--- src/rtl/serial_byte_assembler.sv ---
// rtl/serial_byte_assembler.sv - bit-serial to WIDTH-bit word assembler with valid/ready output register
module serial_byte_assembler #(
    parameter int WIDTH     = 8,
    parameter bit MSB_FIRST = 1'b0
) (
    input  logic             clk,
    input  logic             rst,
    input  logic             bit_in,
    input  logic             bit_valid,
    input  logic             frame_start,
    output logic             bit_ready,
    output logic [WIDTH-1:0] byte_out,
    output logic             byte_valid,
    input  logic             byte_ready,
    output logic [7:0]       drop_cnt
);
    localparam int CW = $clog2(WIDTH);
    localparam logic [CW-1:0] LAST = CW'(WIDTH - 1);

    logic [WIDTH-1:0] sr;
    logic [WIDTH-1:0] sr_next;
    logic [CW-1:0]    cnt;
    logic [CW-1:0]    pos;
    logic [CW-1:0]    idx;
    logic             bit_acc;
    logic             word_acc;
    logic             done;

    // frame_start restarts the word, so the incoming bit lands in slot 0
    always_comb begin
        bit_ready = !rst && (cnt != LAST || !byte_valid || byte_ready);
        bit_acc   = bit_valid && bit_ready;
        word_acc  = byte_valid && byte_ready;
        pos       = frame_start ? '0 : cnt;
        idx       = MSB_FIRST ? LAST - pos : pos;
        done      = bit_acc && (pos == LAST);
        sr_next   = frame_start ? '0 : sr;
        sr_next[idx] = bit_in;
    end

    always_ff @(posedge clk) begin
        if (rst) begin
            sr         <= '0;
            cnt        <= '0;
            byte_out   <= '0;
            byte_valid <= 1'b0;
            drop_cnt   <= 8'd0;
        end else begin
            if (bit_acc) begin
                if (frame_start && cnt != '0 && drop_cnt != 8'hFF) begin
                    drop_cnt <= drop_cnt + 8'd1;
                end
                if (done) begin
                    byte_out   <= sr_next;
                    byte_valid <= 1'b1;
                    sr         <= '0;
                    cnt        <= '0;
                end else begin
                    sr  <= sr_next;
                    cnt <= pos + 1'b1;
                end
            end
            if (word_acc && !done) begin
                byte_valid <= 1'b0;
            end
        end
    end
endmodule

--- config.mk ---
export PLATFORM = sky130hd
export DESIGN_NAME = serial_byte_assembler
export DESIGN_NICKNAME = d
export VERILOG_FILES = /design/src/rtl/serial_byte_assembler.sv
export SDC_FILE = /design/constraint.sdc
export NUM_CORES = 1
export LEC_CHECK = 0
export ABC_AREA = 1
export BUFFER_PORTS_ARGS = -buffer_cell sky130_fd_sc_hd__buf_2
export CAP_MARGIN = 20
export CORE_MARGIN = 2
export CORE_UTILIZATION = 55
export DETAILED_ROUTE_END_ITERATION = 10
export PLACE_DENSITY = 0.77
export SYNTH_ARGS = -nofsm -noshare
export SYNTH_HDL_FRONTEND = slang
export SYNTH_SLANG_ARGS = --single-unit
export TNS_END_PERCENT = 1
--- constraint.sdc ---
create_clock -name clk -period 1.87 [get_ports clk]
set_input_delay 0.4675 -clock clk [delete_from_list [all_inputs] [get_ports clk]]
set_output_delay 0.4675 -clock clk [all_outputs]
set_load 0.05 [all_outputs]
### After elaboration in Yosys (flattened, before gate mapping)

Cells that the tools add are included.
Widths: inputs -> output; s select.

| cells by class | value |
|---|---|
| add/sub/neg operators | 2 |
| multiplexer cells | 7 |
| $lt $le $gt $ge | 2 |
| equal/unequal tests | 3 |
| reduce and logical (&&, ||, !) cells | 17 |

Operators with widths:

| cell | number |
|---|---|
| $mux 8 | 2 |
| $add 8x1->8 const B | 1 |
| $bwmux 8 | 1 |
| $logic_and 1x1->1 | 8 |
| $ne 8x8->1 const B | 1 |
| $mux 3 | 2 |
| $lt 3x4->1 const B | 1 |
| $reduce_and 2->1 | 2 |
| $add 3x1->3 const B | 1 |
| $demux 1 s3 | 1 |
| $eq 3x3->1 const B | 1 |
| $ge 3x1->1 const B | 1 |
| $logic_not 1->1 | 3 |
| $ne 3x3->1 const B | 1 |
| $reduce_bool 3->1 | 1 |
| $logic_or 1x1->1 | 2 |
| $reduce_or 2->1 | 1 |
| $mux 1 | 1 |

| storage, ports and cells | value |
|---|---|
| flip-flop bits (word level) | 28 |
| input bits | 6 |

### Longest topological paths before layout

| depth | value |
|---|---|
| depth in word-level cells | 9 |
| mapped depth | 11 |
| mapped depth without buffers | 10 |

### Worst setup path before layout

Ideal clock, no wire load.

| timing path | value |
|---|---|
| path type | input to output |
| start point | input port rst |
| end point | output port bit_ready |
| data arrival time | 1442 ps |
| stages | 2 |
| path slack | -40 ps |
| path buffers | 1 |
| path through | buf_1 a31oi_1 |

| on the way | value |
|---|---|
| longest elaborated chain between the ends | 2 |

Ends and longest elaborated chain:

| item | RTL line | RTL |
|---|---|---|
| from (decl) | 7 | `input logic rst,` |
| $logic_not 1->1 | 31 | `bit_ready = !rst && (cnt != LAST \|\| !byte_valid \|\| byte_ready);` |
| $logic_and 1x1->1 | 31 |  |
| to (decl) | 11 | `output logic bit_ready,` |

No other way between the ends.

### Worst setup path in the final report

| timing path | value |
|---|---|
| start point | register cnt[2] |
| end point | output port bit_ready |

| on the way | value |
|---|---|
| longest elaborated chain between the ends | 4 |

Ends and longest elaborated chain:

| item | RTL line | RTL |
|---|---|---|
| from (decl) | 22 | `logic [CW-1:0] cnt;` |
| from (signal assigned) | 60 | `cnt <= pos + 1'b1;` |
| $ne 3x3->1 | 31 |  |
| $logic_or 1x1->1 (2 in series) | 31 |  |
| $logic_and 1x1->1 | 31 |  |

No other way between the ends.

==> metrics.md <==
| Metric | Value |
|---|---|
| Status | finished clean |
| Fill cells | between 200 and 250 |
| Synth unique cells | 25 |
| Final setup fails | 0 |
| Height of the die | 54.9 um |
| TritonRoute pass-1 iters | 4 |
| Routability cong. | about 0.9 |
| Switching share of power | between 20% and 30% |
| GRT Residual Overflow | 0 |
| Syn-to-layout area delta | 14.7% |
| Reg2reg start | cnt[2] |
| Critical Path RT | around 1.4 ns |
| WL/cell | between 10 and 15 um |
| N_diodes | 0 |
| Combinational Power Share | under 10% |
| I/O Pins | 24 |
| Initial antenna violation count | 0 |
| Setup TNS | 0 ns |
| Post-synth EDFFs | 0 |
| CTS Hold Buffers Added | 0 |
| Worst-path clk slew | 0.15 ns |
| Post-DRT Antenna Nets | 0 |
| Pwr per Cell Area | around 660 nW/um^2 |
| Worst Max-Slew Pin Slew | about 0.31 ns |
| Cts repair resizes | 0 |
| Ys async rst share | 0% |
| Sequential area share after synthesis | slightly below 40% |
| Row cnt | 18 |
| Final Total Pwr | between 1 and 1.5 mW |
| Final clock skew | roughly 0.0017 ns |
| Pin count of the biggest net entering global routing | 22 |
| Synth cell count leaders | nand2_1, dfxtp_1, a21oi_1 |
| Family with the most delay on the worst path | flip-flops |
| Synthesis Warnings | 0 |
| CTS Buf Count | 3 |
| Top_reg_cell synth | dfxtp_1 |
| Internal Power | between 0.8 and 0.9 mW |
| Dpl hpwl | around 2400 um |
| CTS H-tree lvls | 1 |
| Crit-path cells | nand2_1, clkinv_2, a31oi_2, buf_4 |
| CP Class | reg -> out |
| Max Slew Vio Count | 0 |
| Initial Util | roughly 58% |
| Seq pwr share | a little under three fifths |
| Setup bufs post-CTS | 0 |
| # DRC | 0 |
| Clock Latency Late Sink | around 0.32 ns |
| Post-layout nets | 244 |
| RSZ-0062 raised after global routing | no |
| CTS max path bufs | 2 |
| Total GRT Usage | between 20 and 25% |
| Util after Layout | 66.5% |
| Syn Nets | roughly 220 |
| Share of total power in the clock network | between 30 and 40% |
| Critical Path Source | cnt[2] |
| Avg Inst Size Synth | between 6 and 7 um^2 |
| Crit Path Max Fanout | 6 |
| Total number of vias | about 1.4k |
| CP Capture Type | primary output |
| Final Hold Viols | 0 |
| Hold WC Path Type | in -> reg |
| Synth Register Bits | 28 |
| Vias in the first global route | between 1k and 1.5k |
| Max incr delay on CP | roughly 0.4 ns |
| Root Driver | clkbuf_4 |
| Core ar. | 2450 um^2 |
| CTS tree | built |
| Final Cycle Share | 94.6% |
| Global-route wire length before repair | slightly below 5000 um |
| Overall routed net length | around 3100 um |
| Min-delay src | rst |
| Startpoint Class | flip-flop |
| Vias per cell | 5.13 |
| Clk sinks | 28 |
| Worst Path Buf+Inv | 2 |
| Arrival @ worst endpoint | roughly 1.3 ns |
| Multi-input logic area | between 700 and 800 um^2 |
| Port Buf Inserts | 23 |
| Leakage power | around 0.72 nW |
| Area leader, netlist | dfxtp_1 |
| Share of layout cells above drive strength 1 | between 10% and 20% |
| Die Wd | 54.9 um |
| Die area | around 3000 um^2 |
| Seq. cell area | approximately 560 um^2 |
| Max_cap viols | 0 |
| Crit path time final | between 1.5 and 2 ns |
| Cells after synthesis | ~210 |
| Synthesized area | 1420 um^2 |
| Cell with the most instances after synthesis | nand2_1 |
| Slew headroom | 79.0% |
| NetSw | 0.244 mW |
| VDD IR-drop max | approximately 0.45 mV |
| Yosys top cell area share | 39.4% |
| Iteration-0 DRC Markers | 19 |
| CP max-delay cell | dfxtp_1 |
| Ranking of synthesized cells by area | dfxtp_1, nand2_1, a21oi_1 |
| Max Clock Freq | 565 MHz |
-- worst paths after layout --
path / to / depth (start not counted) / slack, ns
max: bit_ready / 4 / 0.10
min: drop_cnt[3] / 2 / 0.40
max reg2reg: sr[1] / 8 / 0.19
min reg2reg: byte_out[7] / 2 / 0.47
-- flip-flops by register name, summed over array words and instances, names as in the netlist --
name,cells
byte_out,8
drop_cnt,8
sr,8
cnt,3
byte_valid,1
-- per-stage QoR --
step / worst slack [ns] / hold slack [ns] / std cells / instance area (um^2)
global placement: 0.0499 / 0.451 / 260 / 1580
CTS: 0.0425 / 0.403 / 264 / 1630
finish: 0.101 / 0.402 / 264 / 1630
floorplan: 0.0739 / 0.443 / 208 / 1430
detailed placement: -0.00276 / 0.456 / 260 / 1580
global route: 0.00225 / 0.406 / 264 / 1630
-- layout by cell type (no fill, tap or decap), types with 2 or more instances in the layout --
cell type / instances
nor2_1: 15
inv_1: 18
clkbuf_4: 3
nor3_1: 3
dfxtp_1: 28
nand2_1: 68
nor2_4: 2
o21ai_0: 17
nand4_1: 4
ha_1: 3
buf_2: 22
buf_4: 6
xor2_1: 4
a21oi_1: 25
nand3_1: 7
-- worst register-to-register path, stage by stage, from the launching register on --
cell      delay, ns
dfxtp_1        0.47
inv_1          0.12
nor2_1         0.15
ha_1           0.19
inv_1          0.08
nand4_1        0.12
clkinv_1       0.25
nand2_1        0.15
a21oi_1        0.08
-- layer usage --
| metal | part of all wire [%] | global-route usage, % | vias up |
|---|---|---|---|
| met1 | 46 | 26.2 | 607 |
| li1 | - | - | 719 |
| met5 | 0 | 0 | - |
| met4 | 0.74 | 4.58 | 0 |
| met2 | 50 | 41.7 | 25 |
| met3 | 3.3 | 2.73 | 4 |
-- kinds of logic after synthesis --
| family | share of synthesized area [%] |
|---|---|
| DFF | 39.4 |
| and+or+nand+nor | 31.1 |
| adders and majority gates | 2.64 |
| AOI/OAI and AO/OA | 15.7 |
| buffers and inverters | 8.62 |
| xor gates and xnor gates | 2.46 |
-- area by class of cell --
type / instances / share of cell area (%)
repair buffers: 28 / 9.51
flip-flops and latches: 28 / 34.4
clock inverters: 1 / 1.84
well taps: 30 / 2.30
inverters: 21 / 4.91
multi-input cells: 153 / 45.7
clock buffers: 3 / 1.38
-- power by group through the flow --
stage	logic (mW)	registers, mW	clock network [mW]
2_1_floorplan	0.0547	0.621	0
3_3_place_gp	0.0781	0.618	0
3_5_place_dp	0.0797	0.618	0
4_1_cts	0.0799	0.606	0.405
5_1_grt	0.0891	0.607	0.422
6_report	0.0805	0.606	0.398
Power figures use the tool's default switching activity.
